File: src/rtl/bypass_ctrl_pkg.sv
// Shared constants for the operand-bypass controller: register-file
// address width, source-select codes for the operand mux, and the
// encoding of a pipeline bubble.
package bypass_ctrl_pkg;

    // Register-file address width (16 registers) and stall-counter width.
    localparam int RF_AW_DEF = 4;
    localparam int CNT_W_DEF = 16;

    // Operand source-select codes seen by the source mux.
    typedef enum logic [1:0] {
        SRC_RF = 2'd0,
        SRC_EX = 2'd1,
        SRC_DM = 2'd2
    } src_sel_e;

    // A bubble neither writes the register file nor counts as a load.
    localparam logic BUBBLE_WE = 1'b0;
    localparam logic BUBBLE_LD = 1'b0;

endpackage

File: src/rtl/hazard_cmp.sv
// Per-read-port hazard compare. The decoded instruction's source is
// matched against the producers now in ID_EX (one ahead) and EX_DM
// (two ahead). R0 is hardwired zero and never matches.
module hazard_cmp #(
    parameter int AW = 4
) (
    input  logic          re,
    input  logic [AW-1:0] addr,
    input  logic          we_id_ex,
    input  logic          ld_id_ex,
    input  logic [AW-1:0] dst_id_ex,
    input  logic          we_ex_dm,
    input  logic [AW-1:0] dst_ex_dm,
    output logic          match_id_ex,
    output logic          hit_ex,
    output logic          hit_dm
);

    logic active;

    assign active      = re & (addr != '0);
    // Raw match against ID_EX; a load there cannot forward and stalls instead.
    assign match_id_ex = active & we_id_ex & (dst_id_ex == addr);
    assign hit_ex      = match_id_ex & ~ld_id_ex;
    // EX_DM forwards regardless of load: load data is ready by DM_WB.
    assign hit_dm      = active & we_ex_dm & (dst_ex_dm == addr);

endmodule

File: src/rtl/bypass_ctrl.sv
// Operand-bypass and load-use stall controller. Tracks the write
// destinations of the three instructions ahead of decode and produces
// registered bypass selects aligned with the consumer's ID_EX cycle.
module bypass_ctrl
    import bypass_ctrl_pkg::*;
#(
    parameter int RF_AW = RF_AW_DEF,
    parameter int CNT_W = CNT_W_DEF
) (
    input  logic             clk,
    input  logic             rst_n,
    input  logic             stall_pipe,
    input  logic             flush_ID_EX,
    input  logic             re0_IF_ID,
    input  logic             re1_IF_ID,
    input  logic [RF_AW-1:0] p0_addr,
    input  logic [RF_AW-1:0] p1_addr,
    input  logic [RF_AW-1:0] dst_addr,
    input  logic             we_IF_ID,
    input  logic             ld_IF_ID,
    input  logic             clr_cnt,
    output logic             byp0_EX,
    output logic             byp0_DM,
    output logic             byp1_EX,
    output logic             byp1_DM,
    output logic             stall_IF_ID,
    output logic [RF_AW-1:0] dst_addr_DM_WB,
    output logic             we_DM_WB,
    output logic [CNT_W-1:0] stall_cnt
);

    // Producer pipeline entries {we, ld, dst}.
    logic             we_id_ex, ld_id_ex;
    logic [RF_AW-1:0] dst_id_ex;
    logic             we_ex_dm, ld_ex_dm;
    logic [RF_AW-1:0] dst_ex_dm;
    logic             we_dm_wb, ld_dm_wb;
    logic [RF_AW-1:0] dst_dm_wb;

    logic match0, hit0_ex, hit0_dm;
    logic match1, hit1_ex, hit1_dm;

    hazard_cmp #(.AW(RF_AW)) u_cmp0 (
        .re          (re0_IF_ID),
        .addr        (p0_addr),
        .we_id_ex    (we_id_ex),
        .ld_id_ex    (ld_id_ex),
        .dst_id_ex   (dst_id_ex),
        .we_ex_dm    (we_ex_dm),
        .dst_ex_dm   (dst_ex_dm),
        .match_id_ex (match0),
        .hit_ex      (hit0_ex),
        .hit_dm      (hit0_dm)
    );

    hazard_cmp #(.AW(RF_AW)) u_cmp1 (
        .re          (re1_IF_ID),
        .addr        (p1_addr),
        .we_id_ex    (we_id_ex),
        .ld_id_ex    (ld_id_ex),
        .dst_id_ex   (dst_id_ex),
        .we_ex_dm    (we_ex_dm),
        .dst_ex_dm   (dst_ex_dm),
        .match_id_ex (match1),
        .hit_ex      (hit1_ex),
        .hit_dm      (hit1_dm)
    );

    // Load in ID_EX feeding the decoded instruction: hold decode one cycle.
    assign stall_IF_ID    = ld_id_ex & we_id_ex & (match0 | match1);
    assign dst_addr_DM_WB = dst_dm_wb;
    assign we_DM_WB       = we_dm_wb;

    // Pipeline advance, bypass-select registers and stall counter; a
    // global freeze holds everything.
    always_ff @(posedge clk or negedge rst_n) begin
        if (!rst_n) begin
            we_id_ex  <= 1'b0;
            ld_id_ex  <= 1'b0;
            dst_id_ex <= '0;
            we_ex_dm  <= 1'b0;
            ld_ex_dm  <= 1'b0;
            dst_ex_dm <= '0;
            we_dm_wb  <= 1'b0;
            ld_dm_wb  <= 1'b0;
            dst_dm_wb <= '0;
            byp0_EX   <= 1'b0;
            byp0_DM   <= 1'b0;
            byp1_EX   <= 1'b0;
            byp1_DM   <= 1'b0;
            stall_cnt <= '0;
        end else if (!stall_pipe) begin
            if (flush_ID_EX || stall_IF_ID) begin
                we_id_ex  <= BUBBLE_WE;
                ld_id_ex  <= BUBBLE_LD;
                dst_id_ex <= '0;
                byp0_EX   <= 1'b0;
                byp0_DM   <= 1'b0;
                byp1_EX   <= 1'b0;
                byp1_DM   <= 1'b0;
            end else begin
                we_id_ex  <= we_IF_ID;
                ld_id_ex  <= ld_IF_ID;
                dst_id_ex <= dst_addr;
                byp0_EX   <= hit0_ex;
                byp0_DM   <= hit0_dm & ~hit0_ex;
                byp1_EX   <= hit1_ex;
                byp1_DM   <= hit1_dm & ~hit1_ex;
            end
            we_ex_dm  <= we_id_ex;
            ld_ex_dm  <= ld_id_ex;
            dst_ex_dm <= dst_id_ex;
            we_dm_wb  <= we_ex_dm;
            ld_dm_wb  <= ld_ex_dm;
            dst_dm_wb <= dst_ex_dm;
            if (clr_cnt) begin
                stall_cnt <= '0;
            end else if (stall_IF_ID && (stall_cnt != '1)) begin
                stall_cnt <= stall_cnt + 1'b1;
            end
        end
    end

    // The load flag past DM_WB has no consumer; fold it in so it is not dangling.
    logic unused_ok;
    assign unused_ok = ld_dm_wb;

endmodule

File: config.mk
export PLATFORM = sky130hd
export DESIGN_NAME = bypass_ctrl
export DESIGN_NICKNAME = d
export VERILOG_FILES = /design/src/rtl/bypass_ctrl_pkg.sv /design/src/rtl/hazard_cmp.sv /design/src/rtl/bypass_ctrl.sv
export SDC_FILE = /design/constraint.sdc
export NUM_CORES = 1
export LEC_CHECK = 0
export ABC_AREA = 1
export ABC_CLOCK_PERIOD_IN_PS = 1900
export CORE_MARGIN = 3
export CORE_UTILIZATION = 50
export DETAILED_ROUTE_END_ITERATION = 12
export PLACE_DENSITY = 0.79
export SKIP_LAST_GASP = 1
export SLEW_MARGIN = 20
export SYNTH_ARGS = -nofsm -noshare
export SYNTH_HDL_FRONTEND = slang
export SYNTH_SLANG_ARGS = --single-unit
File: constraint.sdc
create_clock -name clk -period 1.9 [get_ports clk]
set_input_delay 0.57 -clock clk [delete_from_list [all_inputs] [get_ports clk]]
set_output_delay 0.57 -clock clk [all_outputs]
set_load 0.02 [all_outputs]
======== Word level (Yosys, flattened, before mapping) ========
Index checks and enable logic that the tools add are counted.
W data, S select, Z words.
operators by class
  add/subtract/negate cells ............... 1
  multipliers ............................. 0
  div/mod/pow operators ................... 0
  $lt $le $gt $ge ......................... 0
  equality and inequality tests ........... 5
  shifts and indexed selects .............. 0
  multiplexer cells ....................... 9
  bitwise operators ....................... 21
  reductions and logical operators ........ 6
operator list
  kind                     number
  $mux W16                 2
  $add A16 B1 Y16 const B  1
  $and A1 B1 Y1            16
  $eq A4 B4 Y1             4
  $ne A16 B16 Y1 const B   1
  $reduce_bool A4 Y1       2
  $mux W1                  6
  $mux W4                  1
  $not A1 Y1               4
  $reduce_and A2 Y1        1
  $reduce_bool A2 Y1       1
  $logic_and A1 B1 Y1      1
  $logic_or A1 B1 Y1       1
  $or A1 B1 Y1             1
storage, ports and cells
  register bits ........................... 36
  bits in latches ......................... 0
  bits in writable memories ............... 0
  memory bits (read-only) ................. 0
  input bits .............................. 21
  output and inout bits ................... 26
  word-level logic and storage cells ...... 54
  memories ................................ 0

======== Depth between registers and ports, before layout ========
  word-level depth ........................ 9
  mapped depth ............................ 13
  mapped depth without buffers ............ 12

======== Modules after synthesis ========
From an unflattened synthesis, not the netlist that was laid out.
second synthesis, totals
  cells, all modules ...................... 340
  area, all modules ....................... 2222.1 sq um
modules (own cells, without submodules)
  module       instances  cells each  area each (sq um)  sequential area each (sq um)
  bypass_ctrl  1          258         1881.8             900.9
  hazard_cmp   2          41          170.2              0.0

======== Least setup slack after synthesis ========
No wires, ideal clock.
  path kind ............................... register -> register
  start ................................... register stall_cnt[0]
  end ..................................... register stall_cnt[11]
  library setup time ...................... 0.118 ns
  data arrival time ....................... 1.667 ns
  required time ........................... 1.782 ns
  slack ................................... 0.115 ns
  stages on the path, launching flop included .. 10
  buffers on the path ..................... 1
  period minus slack after synthesis ...... 1.785 ns
  path through ............................ dfrtp_1 ha_1 nand2_1 nor3_4 nand4_2 nand3_2 nand2_4 buf_2 nand3_1 nand2_1
between the ends
  longest elaborated chain between the ends .. 4
  elaborated cells between the ends (all ways) .. 7
  those cells by class .................... 1 x add/sub; 1 x eq/ne; 2 x mux; 3 x reduce/logical
RTL lines
  what                                                     RTL line            source
  start: declaration                                       bypass_ctrl.sv:29   output logic [CNT_W-1:0] stall_cnt
  start signal: assignment                                 bypass_ctrl.sv:119  stall_cnt <= stall_cnt + 1'b1;
  branches (longest 4 deep; another with $add A16 B1 Y16)  -
Several ways; the timed one is not identified. The select of a mux whose other input is x is not followed.
A chain may end at the register's enable or synchronous reset.

======== Worst setup path in the final report ========
  start ................................... input p0_addr[3]
  end ..................................... output stall_IF_ID
between the ends
  longest elaborated chain between the ends .. 6
  elaborated cells between the ends (all ways) .. 7
  those cells by class .................... 1 x eq/ne; 5 x bitwise; 1 x reduce/logical
RTL lines
  what                RTL line           source
  start: declaration  bypass_ctrl.sv:16  input logic [RF_AW-1:0] p0_addr,
  $reduce_bool A4 Y1  hazard_cmp.sv:21   assign active = re & (addr != '0);
  $and A1 B1 Y1       hazard_cmp.sv:21
  $and A1 B1 Y1       hazard_cmp.sv:23   assign match_id_ex = active & we_id_ex & (dst_id_ex == addr);
  $and A1 B1 Y1 (*)   hazard_cmp.sv:23
  $or A1 B1 Y1 (*)    bypass_ctrl.sv:70  assign stall_IF_ID = ld_id_ex & we_id_ex & (match0 | match1);
  $and A1 B1 Y1 (*)   bypass_ctrl.sv:70
  end: declaration    bypass_ctrl.sv:26  output logic stall_IF_ID,
Mark *: on every way between the ends. The rest lies on a longest branch, timed or not.

==> impl_metrics.toml <==
[run_status]
status = "complete, but fails checks"
failed_checks = "negative setup slack"

[critical_path]
startpoint_type = "primary input"
r2r_slack_ns = 0.16
end_kind = "output pin"
critPathKind = "primary input to output pin"
rr_worst_depth = 9
cp.required_ns = 1.33
rr_endpoint = "stall_cnt[12]"
arrival_ns = 1.50
path_max_fanout = 4
rr_startpoint = "stall_cnt[0]"

[logic_synthesis]
synth-seq-cells = 36
synth_cell_types = 27
synth.avg_cell_area_um2 = 6.97
synthCells = 305
syn-num-nets = 327
netlist_area_um2 = 2130
yosysWarnings = 0
ys_seq_area_share_pct = 42.4

[finish]
fill_cells = 311
layout.core_utilization_pct = 75.9
n_antenna_cell = 0
area_growth_pct = 44.7
regArea_um2 = 901
fin_nets = 416
design_area_um2 = 3080
layout-drive-gt1-share_pct = 22.0
multiInputGateArea_um2 = 1110

[clock_tree]
holdBufCountCts = 0
cts_buffers = 5
cts.sinks = 36
cts_htree_levels = 2
cts_tree = "yes"
clkSlewWorstSetupHoldPaths_ns = 0.07
cts_root_buffer = "clkbuf_8"
clk_latency_ns = 0.30
cts_buffer_depth = 2

[route]
drtAntennaViolNets = 0
dr.pass1.iters = 5
wirelength_um = 6390
wl_per_cell_um = 14.3
via_count = 2377
viasPerCell = 5.34
drc = 0
drt_iter0_drc = 195

[hold_path]
hold_class = "flop to flop"
holdPathStages = 2
min_to = "we_DM_WB"
holdCritStartpoint = "we_DM_WB"

[sta]
clock_skew_ns = 0.0102
finalHoldViolations = 0
fin_ws_ns = -0.166
finalCriticalPeriod_ns = 2.07
setup_viol = 1
drv_slew = 0
post-route-period-util_pct = 109
tightest_slew_ns = 0.363
fmax_mhz = 484
relSlewSlack_pct = 75.6
rsz0062_at_grt = "true"

[floorplanning]
io_pins = 47
rows = 23
coreArea_um2 = 4060
start_util_pct = 52.4
die_y_um = 71.2
die_w_um = 71.2
dieArea_um2 = 5070

[place]
place_area_um2 = 2860
post-dp-hpwl_um = 4300
routabilityCongestion = 0.954
port-buffer-count = 46

[global_route]
grt_pass1_vias = 2277
antenna_found_initial = 0
grt-ovfl-total = 0
grt_max_degree = 37
grt_use_total_pct = 26.0
grt_pass1_wl_um = 10600

[power_and_ir_drop]
power.leakage_uw = 0.00162
irDropWorstVdd_v = 0.000603
power.density_nw_per_um2 = 662
total_power_uw = 2040

[flow_run]
maxCapViolCount = 0
Yosys cell counts, drive strengths merged:
cell type	number	share of area (%)
xnor2	6	2.5
nor3	7	2.4
o21ai	12	2.8
a31oi	1	0.29
clkinv	2	0.35
buf	3	1.0
a211oi	1	0.35
a21oi	8	1.9
inv	28	4.9
clkbuf	5	0.88
nand4	3	1.2
nor2	30	5.4
ha	1	0.59
o22ai	6	1.8
xor2	2	0.82
dfrtp	36	42
nand2	122	22
nor4	2	0.59
o21a	1	0.35
nand3	29	7.3
report_power, final:
part | switching [uW] | leakage (uW) | internal [uW] | total [uW]
combinational | 223 | 0.00107 | 195 | 418
clock | 293 | 0.0000645 | 463 | 757
sequential | 49.0 | 0.000485 | 814 | 863
metal layers:
metal  GRT usage [%]  vias up  share of wire [%]
met2            41.8      106                 49
met3            5.61       15                7.0
met1            35.1     1106                 42
met4            8.14        0                1.8
li1                -     1150                  -
met5               0        -                  0
cell families after synthesis:
logic type      share of synthesized area [%]
compound gates                           7.47
flops                                    42.4
simple gates                             39.1
buf+inv                                  7.18
fa+ha+maj                               0.588
xor+xnor                                 3.29
stage by stage:
step | setup TNS [ns] | hold slack [ns] | worst slack [ns] | std cells
CTS | -0.138 | 0.485 | -0.138 | 441
global placement | -9.41 | 0.465 | -1.01 | 424
global route | -0.267 | 0.505 | -0.232 | 445
floorplan | 0 | 0.274 | 0.115 | 305
detailed placement | -10.26 | 0.464 | -1.02 | 424
finish | -0.166 | 0.482 | -0.166 | 445
layout make-up:
type | count | area share [%]
clock buffers | 7 | 3.13
clock inverters | 1 | 0.976
inverters | 30 | 3.66
multi-input cells | 231 | 36.2
flip-flops and latches | 36 | 29.3
well taps | 50 | 2.03
repair buffers | 90 | 24.7
state kept, by name, summed over array words and instances (netlist names):
register and cells:
dst_id_ex 4, stall_cnt 16, byp0_DM 1, we_DM_WB 1, byp1_DM 1, we_ex_dm 1
byp1_EX 1, ld_id_ex 1, we_id_ex 1, byp0_EX 1, dst_addr_DM_WB 4, dst_ex_dm 4
cells in the final DEF (no fill, tap or decap), types with 4 or more instances in the layout:
cell and instances:
nand2_1 113, buf_4 47, dfrtp_1 36, nand3_1 27, nor2_1 25, inv_1 24, clkdlybuf4s50_1 20, dlygate4sd2_1 15
o21ai_0 11, nand2_2 7, clkbuf_8 7, o22ai_1 6, a21oi_1 6, xnor2_1 6, nor2_2 5, nor3_1 5
inv_2 4, buf_2 4
worst max path at each step:
stage                               end  slack [ns]          from
final                       stall_IF_ID       -0.17    p0_addr[3]
after global placement      stall_IF_ID       -1.01    p0_addr[3]
after global routing        stall_IF_ID       -0.23  dst_id_ex[3]
after CTS                   stall_IF_ID       -0.14  dst_id_ex[3]
after floorplan           stall_cnt[11]        0.12  stall_cnt[0]
after detailed placement    stall_IF_ID       -1.02    p0_addr[3]
critical path: stages:
cell and delay, ns:
buf_4 0.13, nor2_1 0.16, nand2_1 0.10, nand2_2 0.09
nor2_2 0.05, nand2_1 0.09, nand2_2 0.07, nand2_2 0.08
inv_2 0.04, buf_6 0.12
what timing repair did:
item	4_1_cts	5_1_grt
setup endpoints to repair	35	8
buffers inserted	9	4
pin swaps	12	13
gates resized for setup	64	14
cloned	0	0
Note: power is estimated with default switching activity, not from simulation.
